**config.mk**
```make
export PLATFORM = sky130hd
export DESIGN_NAME = rtc_tick_gen
export DESIGN_NICKNAME = d
export VERILOG_FILES = /design/src/rtl/rtc_tick_gen.sv
export SDC_FILE = /design/constraint.sdc
export NUM_CORES = 1
export LEC_CHECK = 0
export CAP_MARGIN = 10
export CORE_MARGIN = 5
export CORE_UTILIZATION = 49
export DETAILED_ROUTE_END_ITERATION = 6
export HOLD_SLACK_MARGIN = 0.06
export PLACE_DENSITY_LB_ADDON = 0.08
export SLEW_MARGIN = 10
export SYNTH_ARGS = -nofsm -noshare
export SYNTH_HDL_FRONTEND = slang
export SYNTH_SLANG_ARGS = --single-unit
```
**constraint.sdc**
```tcl
create_clock -name clk -period 2.53 [get_ports clk]
set_clock_uncertainty 0.1 [all_clocks]
set_input_delay 0.253 -clock clk [delete_from_list [all_inputs] [get_ports clk]]
set_output_delay 0.253 -clock clk [all_outputs]
set_load 0.02 [all_outputs]
```
**src/rtl/rtc_tick_gen.sv**
```systemverilog
// rtc_tick_gen: conditioning and prescale stage in front of the RTC counter.
// An asynchronous timebase is brought into the clk domain by a synchronizer.
// It is then glitch-filtered and its rising edges are detected. The edge rate
// is divided by a runtime-programmable ratio, and the result drives the
// counter's trig input as clean single-cycle pulses.
//
// Timing with div_q = 1: ext_in is first sampled high at clk edge 1, and trig
// is high for exactly one cycle after edge SYNC_STAGES + FILT + 1.

module rtc_tick_gen #(
    parameter int WIDTH       = 4,   // divisor / prescale counter width
    parameter int SYNC_STAGES = 2,   // synchronizer depth, 2 or more
    parameter int FILT        = 3,   // stable cycles before filt changes, 0 = bypass
    parameter int DIV_RESET   = 1    // divisor held in div_q after reset
) (
    input  logic             clk,
    input  logic             rst,      // asynchronous, active-low
    input  logic             ext_in,   // asynchronous timebase / pulse source
    input  logic             en,       // prescaler enable
    input  logic [WIDTH-1:0] div,      // divide ratio, 0 behaves as 1
    output logic             trig,     // one-cycle pulse every div_q edges
    output logic [WIDTH-1:0] phase,    // current prescale count
    output logic             ovr       // sticky: edge arrived while trig high
);

    // ------------------------------------------------------------------
    // Synchronizer
    // ------------------------------------------------------------------
    logic [SYNC_STAGES-1:0] r_sync;
    logic                   w_s_out;

    // Shift ext_in through SYNC_STAGES flops to resolve metastability.
    always_ff @(posedge clk or negedge rst) begin
        if (!rst) begin
            r_sync <= {SYNC_STAGES{1'b0}};
        end else begin
            r_sync <= {r_sync[SYNC_STAGES-2:0], ext_in};
        end
    end

    assign w_s_out = r_sync[SYNC_STAGES-1];

    // ------------------------------------------------------------------
    // Glitch filter
    // ------------------------------------------------------------------
    logic w_filt;

    generate
        if (FILT == 0) begin : g_no_filt
            // Bypass: the filtered level is the synchronizer output itself.
            assign w_filt = w_s_out;
        end else begin : g_filt
            localparam int FCW = (FILT > 1) ? $clog2(FILT) : 1;

            logic [FCW-1:0] r_fcnt;
            logic           r_filt;
            logic [FCW-1:0] w_fcnt_nxt;
            logic           w_filt_nxt;

            // Count consecutive cycles in which s_out disagrees with filt and
            // accept the new level once the disagreement has lasted FILT cycles.
            always_comb begin
                w_fcnt_nxt = r_fcnt;
                w_filt_nxt = r_filt;
                if (w_s_out == r_filt) begin
                    w_fcnt_nxt = {FCW{1'b0}};
                end else if (r_fcnt == FCW'(FILT - 1)) begin
                    w_filt_nxt = w_s_out;
                    w_fcnt_nxt = {FCW{1'b0}};
                end else begin
                    w_fcnt_nxt = r_fcnt + FCW'(1);
                end
            end

            // Filter state registers.
            always_ff @(posedge clk or negedge rst) begin
                if (!rst) begin
                    r_fcnt <= {FCW{1'b0}};
                    r_filt <= 1'b0;
                end else begin
                    r_fcnt <= w_fcnt_nxt;
                    r_filt <= w_filt_nxt;
                end
            end

            assign w_filt = r_filt;
        end
    endgenerate

    // ------------------------------------------------------------------
    // Rising-edge detect
    // ------------------------------------------------------------------
    logic r_filt_d;
    logic w_edge;

    // Delayed copy of the filtered level for edge detection.
    always_ff @(posedge clk or negedge rst) begin
        if (!rst) begin
            r_filt_d <= 1'b0;
        end else begin
            r_filt_d <= w_filt;
        end
    end

    // Only rising edges advance the prescaler; falling edges are ignored.
    assign w_edge = w_filt & ~r_filt_d;

    // ------------------------------------------------------------------
    // Prescaler
    // ------------------------------------------------------------------
    logic [WIDTH-1:0] r_div_q;
    logic [WIDTH-1:0] r_phase;
    logic             r_trig;
    logic             r_ovr;

    logic [WIDTH-1:0] w_eff_div;
    logic [WIDTH-1:0] w_div_q_eff;
    logic             w_last;
    logic [WIDTH-1:0] w_div_q_nxt;
    logic [WIDTH-1:0] w_phase_nxt;
    logic             w_trig_nxt;
    logic             w_ovr_nxt;

    // A zero ratio is treated as divide-by-one, both on the input and in the
    // latched copy, so the wrap compare below can never underflow.
    assign w_eff_div   = (div == {WIDTH{1'b0}}) ? WIDTH'(1) : div;
    assign w_div_q_eff = (r_div_q == {WIDTH{1'b0}}) ? WIDTH'(1) : r_div_q;
    assign w_last      = (r_phase == (w_div_q_eff - WIDTH'(1)));

    // Prescaler next state. The priority is: disabled, then a wrapping edge,
    // then a counting edge, then idle. The divisor is latched only while
    // disabled or at wrap, so a div change never corrupts a count in progress.
    always_comb begin
        w_div_q_nxt = r_div_q;
        w_phase_nxt = r_phase;
        w_trig_nxt  = 1'b0;
        if (!en) begin
            w_phase_nxt = {WIDTH{1'b0}};
            w_trig_nxt  = 1'b0;
            w_div_q_nxt = w_eff_div;
        end else if (w_edge && w_last) begin
            w_phase_nxt = {WIDTH{1'b0}};
            w_trig_nxt  = 1'b1;
            w_div_q_nxt = w_eff_div;
        end else if (w_edge) begin
            w_phase_nxt = r_phase + WIDTH'(1);
            w_trig_nxt  = 1'b0;
        end else begin
            w_phase_nxt = r_phase;
            w_trig_nxt  = 1'b0;
        end
    end

    // Overrun is sticky until reset: an edge seen while trig is still high.
    always_comb begin
        if (w_edge && r_trig) begin
            w_ovr_nxt = 1'b1;
        end else begin
            w_ovr_nxt = r_ovr;
        end
    end

    // Prescaler and output registers.
    always_ff @(posedge clk or negedge rst) begin
        if (!rst) begin
            r_div_q <= WIDTH'(DIV_RESET);
            r_phase <= {WIDTH{1'b0}};
            r_trig  <= 1'b0;
            r_ovr   <= 1'b0;
        end else begin
            r_div_q <= w_div_q_nxt;
            r_phase <= w_phase_nxt;
            r_trig  <= w_trig_nxt;
            r_ovr   <= w_ovr_nxt;
        end
    end

    assign trig  = r_trig;
    assign phase = r_phase;
    assign ovr   = r_ovr;

endmodule

```
==> summary.md <==
| Metric | Value |
|---|---|
| Clock Sinks | `16` |
| Reg2Reg Depth | `6` |
| Port bufs | `13` |
| GPL Wtd Cong | `0.724` |
| Flop2flop setup slack | `0.21 ns` |
| Filler cells | `about 120` |
| Design Area, Final | `~900 µm²` |
| CP max-delay cell | `o41ai_4` |
| Type of the worst setup path | `reg -> reg` |
| Layout cell share with drive strength beyond 1 | `0.127` |
| Antenna Nets Post-Route | `0` |
| Post-CTS Setup Bufs | `0` |
| DRT iter0 DRCs | `5` |
| Die Area | `about 2400 µm²` |
| CTS Root Cell | `clkbuf_4` |
| CP endpoint kind | `flip-flop` |
| DR DRC count | `0` |
| Num rows | `14` |
| Fmax | `~0.43 GHz` |
| RR Endpoint | `r_div_q[2]$_DFFE_PN0P_` |
| Final Hold Fails | `0` |
| Diodes inserted | `0` |
| Gr usage total | `0.117` |
| 1st-pass router iterations | `3` |
| CP cell instances | `nor3_1 -> nor2_1 -> ha_1 -> xnor2_1 -> o41ai_4 -> mux2_2` |
| Setup Viol. Count Final | `0` |
| Vias in the first global route | `between 500 and 600` |
| Core box area | `1470 µm²` |
| Dpl hpwl | `approximately 950 µm` |
| Average cell area after synthesis | `between 10 and 15 µm²` |
| Fin crit share | `0.915` |
| Fin Setup TNS | `0 ns` |
| Die Wd | `48.8 µm` |
| Worst hold path type | `reg -> reg` |
| Min-delay src | `r_sync[0]$_DFF_PN0_` |
| Mapped Area | `between 700 and 800 µm²` |
| Post-DP Area | `about 890 µm²` |
| First-pass GRT wire length | `2310 µm` |
| Max-cap violations | `0` |
| Synth warn | `0` |
| Post-Layout Cell Count | `between 90 and 100` |
| Via density | `5.27` |
| Hold path cells | `0` |
| Status | `finished clean` |
| Reg2reg start | `r_div_q[1]$_DFFE_PN0P_` |
| Final min period | `2.32 ns` |
| Fin. max-slew vios | `0` |
| Area Overhead vs Synth | `25.2%` |
| Syn Inst Count | `62` |
| PostCTS Resize Cnt | `0` |
| Hold-fix buffers at CTS | `0` |
| Yosys reg bits | `16` |
| Hold WS | `~0.25 ns` |
| PD cells | `847 nW/µm²` |
| Cts bufs inserted | `3` |
| Critical path fanouts, max | `7` |
| Req. time, crit path | `~2.6 ns` |
| Seq/Total Area, Yosys | `0.543` |
| Worst VDD drop | `0.000402 V` |
| Vias | `between 500 and 600` |
| IO Pins | `14` |
| Initial antenna violation count | `0` |
| Largest net degree at the start of global routing | `17` |
| Worst rel slew slack | `0.534` |
| Routed wire length per instance | `roughly 13 µm` |
| CTS tree | `built` |
| Die height | `between 40 and 50 µm` |
| Critical Path AT | `2.38 ns` |
| Max stage delay on crit path | `0.51 ns` |
| Worst-Margin Slew | `0.697 ns` |
| Clk slew on worst S/H paths | `0.09 ns` |
| H-tree Lvls | `1` |
| RSZ-0062 raised after global routing | `false` |
| Sink of the worst hold path | `r_sync[1]$_DFF_PN0_` |
| Initial core utilization | `0.503` |
| Leak pwr | `slightly above 0.0004 µW` |
| Skew-Pair Late Insertion Delay | `0.27 ns` |
| Max Root-Sink Buffers | `2` |
| Inst Count DP | `just over 90` |
| CP Launch Type | `flip-flop` |
| Yosys cell types | `24` |
| Mapped Nets | `72` |
| Grt ovf | `0` |
| DRT Wirelength | `about 1200 µm` |
| Final #Nets | `90` |
==> logic make-up (layout without fill, tap and decap cells) <==
| kind of cell | count (synthesis) | count (layout) | share of synthesized area |
|---|---|---|---|
| AOI/OAI and AO/OA | 7 | 7 | 0.0846 |
| xor gates and xnor gates | 7 | 7 | 0.0829 |
| adders and majority gates | 2 | 2 | 0.0338 |
| buffers and inverters | 2 | 19 | 0.0102 |
| DFF | 16 | 16 | 0.543 |
| muxes | 6 | 6 | 0.0880 |
| and+or+nand+nor | 22 | 22 | 0.157 |
==> Yosys cell counts <==
library cell	count	share of area
nand3b_1	2	0.020
a22oi_1	1	0.010
and2_1	1	0.0085
dfstp_2	1	0.036
nor3b_1	1	0.010
mux2i_1	2	0.027
nor4_1	1	0.0085
a21o_1	1	0.010
o21ai_0	3	0.020
inv_1	2	0.010
nor3_1	4	0.027
o21ai_1	1	0.0068
nand2b_1	1	0.0085
ha_1	2	0.034
nand4_1	1	0.0085
o41ai_4	1	0.037
xnor2_1	5	0.059
nor2b_1	2	0.017
mux2_2	4	0.061
nand3_1	2	0.014
dfrtp_1	15	0.51
nand2_1	3	0.015
nor2_1	4	0.020
xor2_1	2	0.024
==> sequential cells by signal, indices dropped and copies added, names as in the netlist <==
signal         cells
g_filt.r_filt      1
r_sync             2
g_filt.r_fcnt      2
r_div_q            4
trig               1
ovr                1
phase              4
r_filt_d           1
==> worst max path at each step <==
stage | startpoint | to | cells past startpoint
4_1_cts | r_div_q[1]$_DFFE_PN0P_ | r_div_q[2]$_DFFE_PN0P_ | 6
6_report | r_div_q[1]$_DFFE_PN0P_ | r_div_q[2]$_DFFE_PN0P_ | 6
3_5_place_dp | r_div_q[1]$_DFFE_PN0P_ | r_div_q[2]$_DFFE_PN0P_ | 6
2_1_floorplan | r_div_q[1]$_DFFE_PN0P_ | r_div_q[1]$_DFFE_PN0P_ | 6
5_1_grt | r_div_q[1]$_DFFE_PN0P_ | r_div_q[1]$_DFFE_PN0P_ | 6
3_3_place_gp | r_div_q[1]$_DFFE_PN0P_ | r_div_q[2]$_DFFE_PN0P_ | 6
==> worst max-delay path: cells and delay by family (launching register included) <==
family          cells  cell delay (ns)
simple gates        2             0.27
xor+xnor            1             0.18
fa+ha+maj           1             0.31
mux                 1             0.39
compound gates      1             0.51
flops               1             0.44
==> cells in the final DEF (no fill, tap or decap), types with 2 or more instances in the layout <==
master	count
mux2i_1	2
nand3_1	2
dfrtp_1	15
clkdlybuf4s50_1	13
nor3_1	4
nor2_1	4
mux2_2	4
o21ai_0	3
clkbuf_4	3
nand3b_1	2
ha_1	2
xor2_1	2
nor2b_1	2
xnor2_1	5
inv_1	2
nand2_1	3
==> report_power, final <==
group / switching (µW) / internal (µW) / total [µW]
registers: 59.6 / 314 / 374
clock network: 75.1 / 87.4 / 162
logic: 125 / 123 / 248
total: 260 / 524 / 784
==> layout make-up <==
cell class | instances | area, µm² | share of cell area
multi-input cells | 44 | 330 | 0.357
repair buffers | 13 | 130 | 0.141
clock buffers | 4 | 36.3 | 0.0392
inverters | 2 | 7.51 | 0.00811
well taps | 16 | 20.0 | 0.0216
flip-flops and latches | 16 | 402 | 0.434
==> metal layers <==
layer | up-vias | global-route usage | routed length [µm]
li1 | 253 | - | -
met1 | 238 | 0.169 | 624
met2 | 10 | 0.183 | 519
met3 | 0 | 0.0214 | 66
met4 | 0 | 0.0269 | 0
met5 | - | 0 | 0
==> per-stage QoR <==
| stage | total power (µW) | util | setup WS [ns] |
|---|---|---|---|
| after CTS | 793 | 0.629 | 0.208 |
| after detailed placement | 630 | 0.605 | 0.218 |
| after floorplan | 542 | - | 0.394 |
| after global placement | 622 | 0.605 | 0.270 |
| after global routing | 845 | 0.629 | 0.0360 |
| final | 784 | 0.629 | 0.214 |
Note: power is estimated with default switching activity, not from simulation.
